==> config.mk <==
export PLATFORM = sky130hd
export DESIGN_NAME = bin_to_bcd_seq
export DESIGN_NICKNAME = d
export VERILOG_FILES = /design/src/rtl/bin_to_bcd_seq.sv
export SDC_FILE = /design/constraint.sdc
export NUM_CORES = 1
export LEC_CHECK = 0
export ABC_AREA = 1
export BUFFER_PORTS_ARGS = -buffer_cell sky130_fd_sc_hd__buf_2
export CAP_MARGIN = 20
export CORE_MARGIN = 3
export CORE_UTILIZATION = 40
export CTS_BUF_LIST = sky130_fd_sc_hd__clkbuf_8
export DETAILED_ROUTE_END_ITERATION = 6
export SETUP_SLACK_MARGIN = 0.2
export SLEW_MARGIN = 20
export SYNTH_ARGS = -nofsm -noshare
export SYNTH_HDL_FRONTEND = slang
export SYNTH_SLANG_ARGS = --single-unit
==> constraint.sdc <==
create_clock -name clk -period 8.91 [get_ports clk]
set_input_delay 0.4455 -clock clk [delete_from_list [all_inputs] [get_ports clk]]
set_output_delay 0.4455 -clock clk [all_outputs]
set_load 0.05 [all_outputs]
==> src/rtl/bin_to_bcd_seq.sv <==
// Sequential 27-bit binary to 8-digit packed BCD converter (double dabble, one bit per clock).
// Latency: 27 clocks from the start-sampling edge to bcd_out/done; back-to-back every 28 clocks.
// Backpressure: none; start is ignored while busy, so the requester must wait for done.
// Optional feature macro: BCD_OVERFLOW_SAT_EN (saturate bcd_out to 9999_9999 on overflow).
module bin_to_bcd_seq (
    input  logic        clk,
    input  logic        reset,
    input  logic        start,
    input  logic [26:0] bin_in,
    output logic [31:0] bcd_out,
    output logic        busy,
    output logic        done,
    output logic        overflow
);

    typedef enum logic {IDLE, SHIFT} state_t;

    localparam logic [26:0] MAX_DEC   = 27'd99_999_999;
    localparam logic [4:0]  NUM_ITERS = 5'd27;

    state_t      state;
    logic [26:0] shift_reg;
    logic [31:0] scratch;
    logic [4:0]  cnt;
    logic        ovf_flag;
    logic [31:0] scratch_adj;
    logic [31:0] scratch_next;

    // Add-3 correction on every digit >= 5, then shift in the next binary MSB.
    // Carry out of the top digit falls off, giving the value modulo 10^8.
    always_comb begin
        scratch_adj = scratch;
        for (int d = 0; d < 8; d++) begin
            if (scratch[4*d +: 4] >= 4'd5) begin
                scratch_adj[4*d +: 4] = scratch[4*d +: 4] + 4'd3;
            end
        end
        scratch_next = {scratch_adj[30:0], shift_reg[26]};
    end

    // Control FSM with all outputs registered; bcd_out only moves on a completing edge.
    always_ff @(posedge clk or posedge reset) begin
        if (reset) begin
            state     <= IDLE;
            shift_reg <= 27'd0;
            scratch   <= 32'd0;
            cnt       <= 5'd0;
            ovf_flag  <= 1'b0;
            bcd_out   <= 32'h0000_0000;
            busy      <= 1'b0;
            done      <= 1'b0;
            overflow  <= 1'b0;
        end else begin
            done <= 1'b0;
            case (state)
                IDLE: begin
                    if (start) begin
                        shift_reg <= bin_in;
                        scratch   <= 32'd0;
                        cnt       <= NUM_ITERS;
                        ovf_flag  <= (bin_in > MAX_DEC);
                        busy      <= 1'b1;
                        state     <= SHIFT;
                    end
                end
                SHIFT: begin
                    scratch   <= scratch_next;
                    shift_reg <= {shift_reg[25:0], 1'b0};
                    cnt       <= cnt - 5'd1;
                    if (cnt == 5'd1) begin
                        state    <= IDLE;
                        busy     <= 1'b0;
                        done     <= 1'b1;
                        overflow <= ovf_flag;
`ifdef BCD_OVERFLOW_SAT_EN
                        bcd_out  <= ovf_flag ? 32'h9999_9999 : scratch_next;
`else
                        bcd_out  <= scratch_next;
`endif
                    end
                end
                default: state <= IDLE;
            endcase
        end
    end

endmodule

* Word level (Yosys, flattened, before mapping)
Index checks and enable logic that the tools add are counted.
W data, S select, Z words.
** Storage, ports and cells
- Bits in registers :: 101
- Input port bits :: 30
- Output and inout port bits :: 35
- Logic and storage cells :: 56
** Cells by class
- Equal/unequal tests :: 3
- Reductions and logical operators :: 3
- Order comparisons :: 9
- $add $sub $neg :: 9
- Bitwise gates (word level) :: 1
- Multiplexer cells :: 22
** Operator list (number)
- $pmux W32 S2 :: 1
- $pmux W27 S2 :: 1
- $ge A4 B3 Y1 const B :: 8
- $mux W32 :: 1
- $add A4 B2 Y4 const B :: 7
- $mux W4 :: 7
- $gt A27 B27 Y1 const B :: 1
- $mux W27 :: 1
- $pmux W5 S2 :: 1
- $mux W1 :: 6
- $reduce_and A2 Y1 :: 3
- $eq A5 B1 Y1 const B :: 1
- $mux W5 :: 1
- $sub A5 B1 Y5 const B :: 1
- $pmux W1 S2 :: 2
- $add A3 B2 Y3 const B :: 1
- $mux W3 :: 1
- $ne A2 B1 Y1 const B :: 1
- $ne A2 B2 Y1 const B :: 1
- $not A1 Y1 :: 1

* Depth between registers and ports, before layout
Gate-level depths: netlist (run 1).
- Depth after elaboration :: 3
- Mapped depth :: 9
- Mapped depth without buffers :: 9

* Worst setup path after synthesis (run 1)
No wires, ideal clock.
- Path kind :: register to register
- From :: register cnt[1]
- To :: register bcd_out[12]
- Required time :: 8788 ps
- Slack :: 7595 ps
- Cell stages (with the launch flop) :: 10
- Period minus slack after synthesis :: 1315 ps
- Buffers on the path :: 2
- Library setup time :: 122 ps
- Data arrival time :: 1193 ps
- Path through :: dfrtp_1 -> inv_1 -> ha_1 -> inv_1 -> nor2_1 -> nand3_2 -> buf_6 -> buf_6 -> nand2_1 -> o21ai_1
** On the way
- Word-level cells in the longest chain between the ends :: 2
** Ends and longest elaborated chain
- start: declaration :: line 24 : logic [4:0] cnt;
- start signal: assignment :: line 69 : cnt <= cnt - 5'd1;
- $eq A5 B1 Y1 :: line 70 : if (cnt == 5'd1) begin
- $reduce_and A2 Y1 (no line)
- end signal: assignment :: line 78 : bcd_out <= scratch_next;
- end: declaration :: line 10 : output logic [31:0] bcd_out,
No other way between the ends.
A chain may end at the register's enable or synchronous reset.

* Worst setup path in the final report (run 1)
- From :: register state
- To :: register busy
** On the way
- Word-level cells in the longest chain between the ends :: 3
- Elaborated cells on any way between the ends :: 5
** Ends and longest elaborated chain
- start: declaration :: line 21 : state_t state;
- start signal: assignment :: line 44 : state <= IDLE;
- start signal: assignment :: line 63 : state <= SHIFT;
- start signal: assignment :: line 71 : state <= IDLE;
- $not A1 Y1 (no line)
- $ne A2 B2 Y1 (no line)
- $reduce_and A2 Y1 (no line)
- end signal: assignment :: line 50 : busy <= 1'b0;
- end signal: assignment :: line 62 : busy <= 1'b1;
- end signal: assignment :: line 72 : busy <= 1'b0;
- end: declaration :: line 11 : output logic busy,
Several ways; a longest one is shown, not always the timed one.

==> reports/qor.yml, run 1 <==
status: "finished clean"
worst_slack_ns: 6.33
fmax_mhz: 388
yosys.area.top_type_share: 0.524
finalCritPeriodShare: 0.289
syn_area_sq_um: 4820
drv_cap: 0
antenna_found_initial: 0
synthCells: 558
wl_per_cell_microns: 13.4
cts_setup_buffers: 0
drc: 0
num_antenna_cells: 0
grt_usage: 0.163
tritoncts: "built"
drv_slew: 0
grt_pass1_wl_microns: 17700
synth_fp_nets: 606
postSynthAreaPerCell_sq_um: 8.64
io_buffer_count: 64
critPathKind: "flop to flop"
ys_types: 27
ctsHoldBuffers: 0
timing.slew.headroom: 0.462
dp_hpwl_microns: 7110
clock-skew-final_ns: 0.0105
gr-total-overflow: 0
ant_nets: 0
num_io_pins: 65
synth-edff-count: 0
period_needed_ns: 2.58
r2r_slack_ns: 6.33
clock_sinks: 101
setup_viol: 0
die_width_microns: 116
yosysSeqAreaShare: 0.524
place_ws_ns: 6.32
required_ns: 9.19
min_path_type: "input pin to async pin"
drt_iter0_markers: 208
fp-row-count: 39
startpoint_type: "flop"
ys.flop_type: "dfrtp_1"
h-tree-depth: 3
ir_worst_vdd_mv: 0.123
crit_path_end: "busy"
cts.path.max_buffers: 2
drive_gt1_frac: 0.158
synth_top_area_cell: "dfrtp_1"
worst_slew_pin_slew_ns: 0.807
die_height_microns: 116
grt_max_degree: 67
reg2reg_depth: 6
cts_root_buffer: "clkbuf_8"
via_per_inst: 5.04
post-route-util: 0.467
yosysMostFrequentCell: "nand2_1"
drt_wl_total_microns: 10200
gp_congestion: 0.783
core_area_sq_um: 11600
yosys-top-cells-count: "nand2_1, dfrtp_1, inv_1"
async_reset_ff_frac: 1.00
r2r_end: "busy"
arrival_ns: 2.86
cellLeakagePower_nw: 2.79
synth_seq_cells: 101
vias: 3838
netlist_top_cells_area: "dfrtp_1, nand2_1, ha_1, inv_1, o22ai_1"
cp-startpoint: "state"
yosysWarnings: 0
cts_resized: 0
cts_buffers: 9
end_kind: "flop"
initial_utilization: 0.415
p_per_area_nw_per_um2: 390
syn_to_final_growth_pct: 12.5
grt_pass1_vias: 3864
cts.clk_slew.worst_paths_ns: 0.10
crit_fanout: 34
hold_viol_final: 0
fin_setup_tns_ns: 0
die_area_sq_um: 13400
reg2reg_from: "state"
clock_latency_ns: 0.36
nNetsFinal: 662
dr.pass1.iters: 4
rsz0062_at_grt: "false"
## cells in the final DEF, fill, tap and decap left out, drive strengths merged
cell type    n
nand4        2
clkinvlp     1
inv         64
dfrtp      101
a21oi        9
bufinv       1
ha          18
buf         68
a21boi       1
o22ai       32
clkbuf      10
a22oi        2
xor2        15
o211ai      10
nor3         1
nand2      167
clkinv       2
or2          1
nand3       23
a31oi        1
a22o         1
nor2        30
o21ai       59
## through the flow
step | instances | power (mW) | area, sq um | hold slack, ns
3_5_place_dp | 746 | 1.83 | 5220 | 0.465
2_1_floorplan | 558 | 1.57 | 4820 | 0.442
5_1_grt | 762 | 2.31 | 5420 | 0.111
4_1_cts | 762 | 2.13 | 5420 | 0.0967
3_3_place_gp | 746 | 1.78 | 5220 | 0.461
6_report | 762 | 2.11 | 5420 | 0.0886
## routing by layer
metal,GRT usage,part of all wire,up-vias
met2,0.275,0.48,85
met1,0.211,0.47,1813
li1,-,-,1936
met5,0,0,-
met3,0.0413,0.049,4
met4,0.0418,0.0065,0
## cell families (layout without fill, tap and decap cells)
logic type | Yosys count | after routing | synth area share
buf+inv | 85 | 146 | 0.0768
xor+xnor | 15 | 15 | 0.0272
flops | 101 | 101 | 0.524
compound gates | 115 | 115 | 0.142
simple gates | 224 | 224 | 0.184
fa+ha+maj | 18 | 18 | 0.0467
## critical path, cell delays in order, from the launching register on
cell and delay [ns]:
dfrtp_1 0.37, buf_4 0.24, inv_2 0.48, nand2_1 0.46, inv_1 0.67, nor2_1 0.10, nor2_1 0.15
## power by group
part           internal (mW)  switching (mW)  leakage (nW)
Combinational          0.307           0.734          1.41
Clock                  0.140           0.160         0.103
Sequential             0.662           0.113          1.28
## worst min path at each step
stage,start,endpoint,slack (ns),cells after the start
finish,reset,scratch[6],0.09,2
global route,reset,scratch[5],0.11,2
CTS,reset,scratch[5],0.1,2
detailed placement,bcd_out[17],bcd_out[17],0.46,2
global placement,bcd_out[14],bcd_out[14],0.46,2
floorplan,ovf_flag,overflow,0.44,2
## final cells by class
cell class / instances / area (sq um)
Inverter: 62 / 235
Timing Repair Buffer: 68 / 350
Multi-Input combinational cell: 372 / 1930
Sequential cell: 101 / 2530
Clock buffer: 10 / 138
Tap cell: 143 / 179
Fill cell: 1131 / 6190
Clock inverter: 6 / 68.8
Power figures use the tool's default switching activity.
==> inputs of run 2 (changes only) <==
==> constraint.sdc (replaced) <==
create_clock -name clk -period 2.4 [get_ports clk]
set_input_delay 0.12 -clock clk [delete_from_list [all_inputs] [get_ports clk]]
set_output_delay 0.12 -clock clk [all_outputs]
set_load 0.05 [all_outputs]
==> reports/qor.yml, run 2 (same netlist as run 1, synthesis figures left out) <==
status: "finished clean"
hold_depth: 3
die_area_sq_um: 13400
fin_setup_tns_ns: 0
hold_start: "bin_in[26]"
timing.slew.headroom: 0.539
drv_cap: 0
dp_hpwl_microns: 7320
antenna_found_initial: 0
fillers: 1142
syn_to_final_growth_pct: 16.7
clock_sinks: 101
cts_buffers: 9
required_ns: 2.64
num_io_pins: 65
grt_pass1_wl_microns: 18300
end_kind: "flop"
initial_utilization: 0.415
gp_congestion: 0.801
wl_met3_microns: 450
startpoint_type: "flop"
wl_met1_microns: 4950
drive_gt1_frac: 0.155
dr.pass1.iters: 5
cellLeakagePower_nw: 2.88
core_area_sq_um: 11600
vias: 3915
via_per_inst: 5.01
hold_viol_final: 0
ant_nets: 0
reg2reg_from: "state"
drt_iter0_markers: 251
grt_usage: 0.168
drt_wl_total_microns: 10500
worst_slew_pin_slew_ns: 0.690
crit_fanout: 21
gr-total-overflow: 0
drc: 0
cp-startpoint: "state"
reg2reg_depth: 5
fp-row-count: 39
period_needed_ns: 1.95
cts_root_buffer: "clkbuf_8"
critPathKind: "flop to flop"
min_path_type: "input pin to flop"
finalCritPeriodShare: 0.813
grt_pass1_vias: 3973
fmax_mhz: 513
layout_commonest_cell: "nand2_1"
h-tree-depth: 3
rsz0062_at_grt: "true"
grt_max_degree: 48
drv_slew: 0
die_height_microns: 116
post-route-util: 0.485
arrival_ns: 2.19
hold_ws_ns: 0.0430
layout_common_cells: "nand2_1, dfrtp_1, buf_2, inv_1, o22ai_1"
io_buffer_count: 64
nNetsFinal: 684
tritoncts: "built"
clock-skew-final_ns: 0.00975
place_ws_ns: 0.462
clock_latency_ns: 0.36
cts.path.max_buffers: 2
wl_met2_microns: 4970
cts.clk_slew.worst_paths_ns: 0.09
worst_slack_ns: 0.449
setup_viol: 0
highest_layer: "met4"
die_width_microns: 116
p_per_area_nw_per_um2: 1390
dpl_cell_area_sq_um: 5260
cts_resized: 0
ir_worst_vdd_mv: 0.356
wl_per_cell_microns: 13.4
final_area_sq_um: 5630
num_antenna_cells: 0
-- run 2: cell types whose count changed in the layout (fill, tap and decap cells not counted) --
cell           before  now
clkinv_4            1    0
dlygate4sd3_1       0   18
buf_4               4    7
clkinv_2            1    0
clkinvlp_4          1    2
inv_6               2    1
inv_4               1    0
inv_1              58   59
buf_12              0    1
-- run 2: what timing repair did --
| action | CTS | global route |
|---|---|---|
| buffers inserted | 0 | 0 |
| hold endpoints to repair | 45 | 0 |
| hold buffers | 18 | 0 |
| endpoints found under the setup margin | 0 | 1 |
-- run 2: worst paths after layout --
path,endpoint,slack (ns)
setup / recovery,cnt[4],0.45
hold / removal,shift_reg[26],0.04
setup reg to reg,cnt[4],0.45
hold reg to reg,bcd_out[17],0.48
max in group asynchronous,bcd_out[27],1.24
min in group asynchronous,shift_reg[22],0.40
-- run 2: layout make-up --
cell class	count	area (sq um)	area share
clock inverter	4	50.0	0.00889
inverter	62	236	0.0420
multi-input combinational	372	1930	0.342
sequential	101	2530	0.449
tap	143	179	0.0318
clock buffer	10	138	0.0244
timing repair buffer	90	573	0.102
-- run 2: through the flow --
step | instances | total power, mW
finish | 782 | 7.80
detailed placement | 750 | 6.76
CTS | 782 | 7.86
floorplan | 558 | 5.85
global route | 782 | 8.49
global placement | 750 | 6.61
-- run 2: worst max-delay path, stage by stage, from the launching register on --
cell and delay, ns:
dfrtp_1 0.58, inv_2 0.06, nand2_1 0.36, inv_1 0.46
o21ai_0 0.26, o21ai_0 0.11
-- run 2: power breakdown --
group	internal, mW	switching [mW]
clock network	0.500	0.565
logic	1.18	2.66
registers	2.46	0.441
total	4.13	3.67
-- run 2: per-layer routing --
layer / global-route usage / vias to the layer above
li1: - / 1968
met1: 0.223 / 1845
met2: 0.283 / 89
met3: 0.0287 / 13
met4: 0.0487 / 0
met5: 0 / -
==> inputs of run 3 (changes only) <==
--- a/config.mk
+++ b/config.mk
@@ -5,7 +5,7 @@
 export SDC_FILE = /design/constraint.sdc
 export NUM_CORES = 1
 export LEC_CHECK = 0
-export ABC_AREA = 1
+export ABC_AREA = 0
 export BUFFER_PORTS_ARGS = -buffer_cell sky130_fd_sc_hd__buf_2
 export CAP_MARGIN = 20
 export CORE_MARGIN = 3
==> constraint.sdc (replaced) <==
create_clock -name clk -period 1.87 [get_ports clk]
set_input_delay 0.0935 -clock clk [delete_from_list [all_inputs] [get_ports clk]]
set_output_delay 0.0935 -clock clk [all_outputs]
set_load 0.05 [all_outputs]
==> reports/qor.yml, run 3 <==
status: "finished clean"
critPathSlowestCell: "dfrtp_1"
reg2reg_depth: 6
nNetsFinal: 589
synth-xor-area-share: 0.0157
drv_cap: 0
dp_hpwl_microns: 6810
die_height_microns: 118
grt_max_degree: 56
drc: 0
drv_slew: 0
multi_input_area_sq_um: 2260
num_io_pins: 65
regArea_sq_um: 2530
synth-edff-count: 0
fin_setup_tns_ns: 0
clock_sinks: 101
min_path_type: "input pin to flop"
synth_compound_gate_area_share: 0.136
crit_path_max_incr_delay_ns: 0.42
async_reset_ff_frac: 1.00
gp_congestion: 0.778
yosys-top-cells-count: "dfrtp_1, nand2_1, o21ai_0"
netlist_top_cells_area: "dfrtp_1, mux2i_1, nand2_1, o21ai_0, ha_1"
grt_usage: 0.150
fillers: 1169
die_area_sq_um: 13900
p_per_area_nw_per_um2: 1790
cellLeakagePower_nw: 2.86
clock-skew-final_ns: 0.0141
synth_seq_cells: 101
gr-total-overflow: 0
via_per_inst: 4.91
crit_chain: "inv_1 -> ha_1 -> nand2b_1 -> a21oi_2 -> mux2i_2 -> mux2_4"
cts_root_buffer: "clkbuf_8"
holdPathEnd: "shift_reg[20]"
r2r_end: "bcd_out[18]"
cts_buffers: 9
yosysMostFrequentCell: "dfrtp_1"
synthSimpleGateAreaFrac: 0.125
synthAdderAreaFrac: 0.0450
grt_pass1_wl_microns: 17000
num_antenna_cells: 0
initial_utilization: 0.414
ant_nets: 0
fin_cells: 714
reg2reg_from: "scratch[16]"
timing.slew.headroom: 0.657
r2r_slack_ns: 0.30
rsz0062_at_grt: "false"
synth_fp_nets: 513
io_buffer_count: 64
synth_top_family_by_area: "compound AO/OA/AOI/OAI gates"
period_needed_ns: 1.57
crit_fanout: 4
hold_ws_ns: 0.0231
antenna_found_initial: 0
syn_area_sq_um: 5010
synth_top_area_cell: "dfrtp_1"
vias: 3504
place_inst: 687
fmax_mhz: 638
clock_latency_ns: 0.38
synthCells: 465
fp-row-count: 40
core_area_sq_um: 12100
drt_iter0_markers: 155
cts.path.max_buffers: 2
yosysSeqAreaShare: 0.504
ys_types: 37
arrival_ns: 1.89
post-route-util: 0.484
worst_slew_pin_slew_ns: 0.513
drt_wl_total_microns: 9930
dr.pass1.iters: 4
grt_pass1_vias: 3551
synth.area.mux_share: 0.127
die_width_microns: 118
layout_commonest_cell: "dfrtp_1"
hold_depth: 3
startpoint_type: "flop"
layout_common_cells: "dfrtp_1, buf_2, nand2_1, o21ai_0, mux2i_1"
hold_start: "bin_in[20]"
yosysWarnings: 0
required_ns: 2.19
hold_viol_final: 0
critPathKind: "flop to flop"
cts.clk_slew.worst_paths_ns: 0.11
setup_viol: 0
h-tree-depth: 3
wl_per_cell_microns: 13.9
end_kind: "flop"
tritoncts: "built"
ir_worst_vdd_mv: 0.448
postSynthAreaPerCell_sq_um: 10.8
finalCritPeriodShare: 0.838
ys.flop_type: "dfrtp_1"
drive_gt1_frac: 0.234
syn_to_final_growth_pct: 16.9
yosys.area.top_type_share: 0.504
-- run 3: cell count changes in the layout (fill, tap and decap cells not counted), sizes merged, moves of 12 or more --
cell / change
nand2b: +17
nand2: -104
a21oi: +12
mux2i: +44
o21ai: -12
o22ai: -31
nand3: -22
xor2: -15
inv: -43
mux2: +14
a21o: +13
-- run 3: what timing repair did --
item,4_1_cts,5_1_grt
endpoints found under the setup margin,0,20
hold buffers,11,0
buffers inserted,0,0
resized for setup,0,8
hold endpoints to repair,28,0
-- run 3: layer usage --
metal / share of wire / up-vias / track usage
met1: 0.47 / 1679 / 0.187
met2: 0.47 / 52 / 0.244
met4: 0.021 / 0 / 0.0725
li1: - / 1760 / -
met3: 0.035 / 13 / 0.0384
met5: 0 / - / 0
-- run 3: worst max-delay path by stage --
stage	start	end	slack [ns]	depth (start not counted)
2_1_floorplan	scratch[0]	bcd_out[2]	0.45	6
3_3_place_gp	cnt[1]	bcd_out[13]	0.26	5
3_5_place_dp	cnt[1]	bcd_out[13]	0.23	5
4_1_cts	cnt[1]	bcd_out[13]	0.21	5
5_1_grt	scratch[16]	bcd_out[18]	0.20	6
6_report	scratch[16]	bcd_out[18]	0.30	6
-- run 3: layout make-up --
type                       instances  area share
inverter                          20      0.0147
tap                              168      0.0359
multi-input combinational        321       0.386
sequential                       101       0.432
clock buffer                      10      0.0235
clock inverter                     6      0.0105
timing repair buffer              88      0.0966
-- run 3: kinds of logic after synthesis --
family / count (synthesis)
multiplexers: 58
adder cells (fa/ha/maj): 18
AND/OR/NAND/NOR: 129
buffers and inverters: 43
AO/OA/AOI/OAI: 107
flip-flops: 101
XOR/XNOR: 9
-- run 3: report_power, final --
group	internal (mW)	switching (mW)	total (mW)
registers	3.14	0.773	3.91
clock network	0.654	0.784	1.44
logic	2.06	3.05	5.11
-- run 3: stage by stage --
step	worst slack, ns	area, sq um	power, mW
3_5_place_dp	0.226	5530	9.04
4_1_cts	0.207	5840	10.5
6_report	0.303	5860	10.5
2_1_floorplan	0.451	5010	7.94
3_3_place_gp	0.263	5530	8.86
5_1_grt	0.197	5860	11.3
-- run 3: critical path: cells and delay by family (launching register included) --
kind | cells | cell delay (ns)
compound gates | 1 | 0.21
fa+ha+maj | 1 | 0.22
buf+inv | 1 | 0.11
flops | 1 | 0.42
mux | 2 | 0.46
simple gates | 1 | 0.10
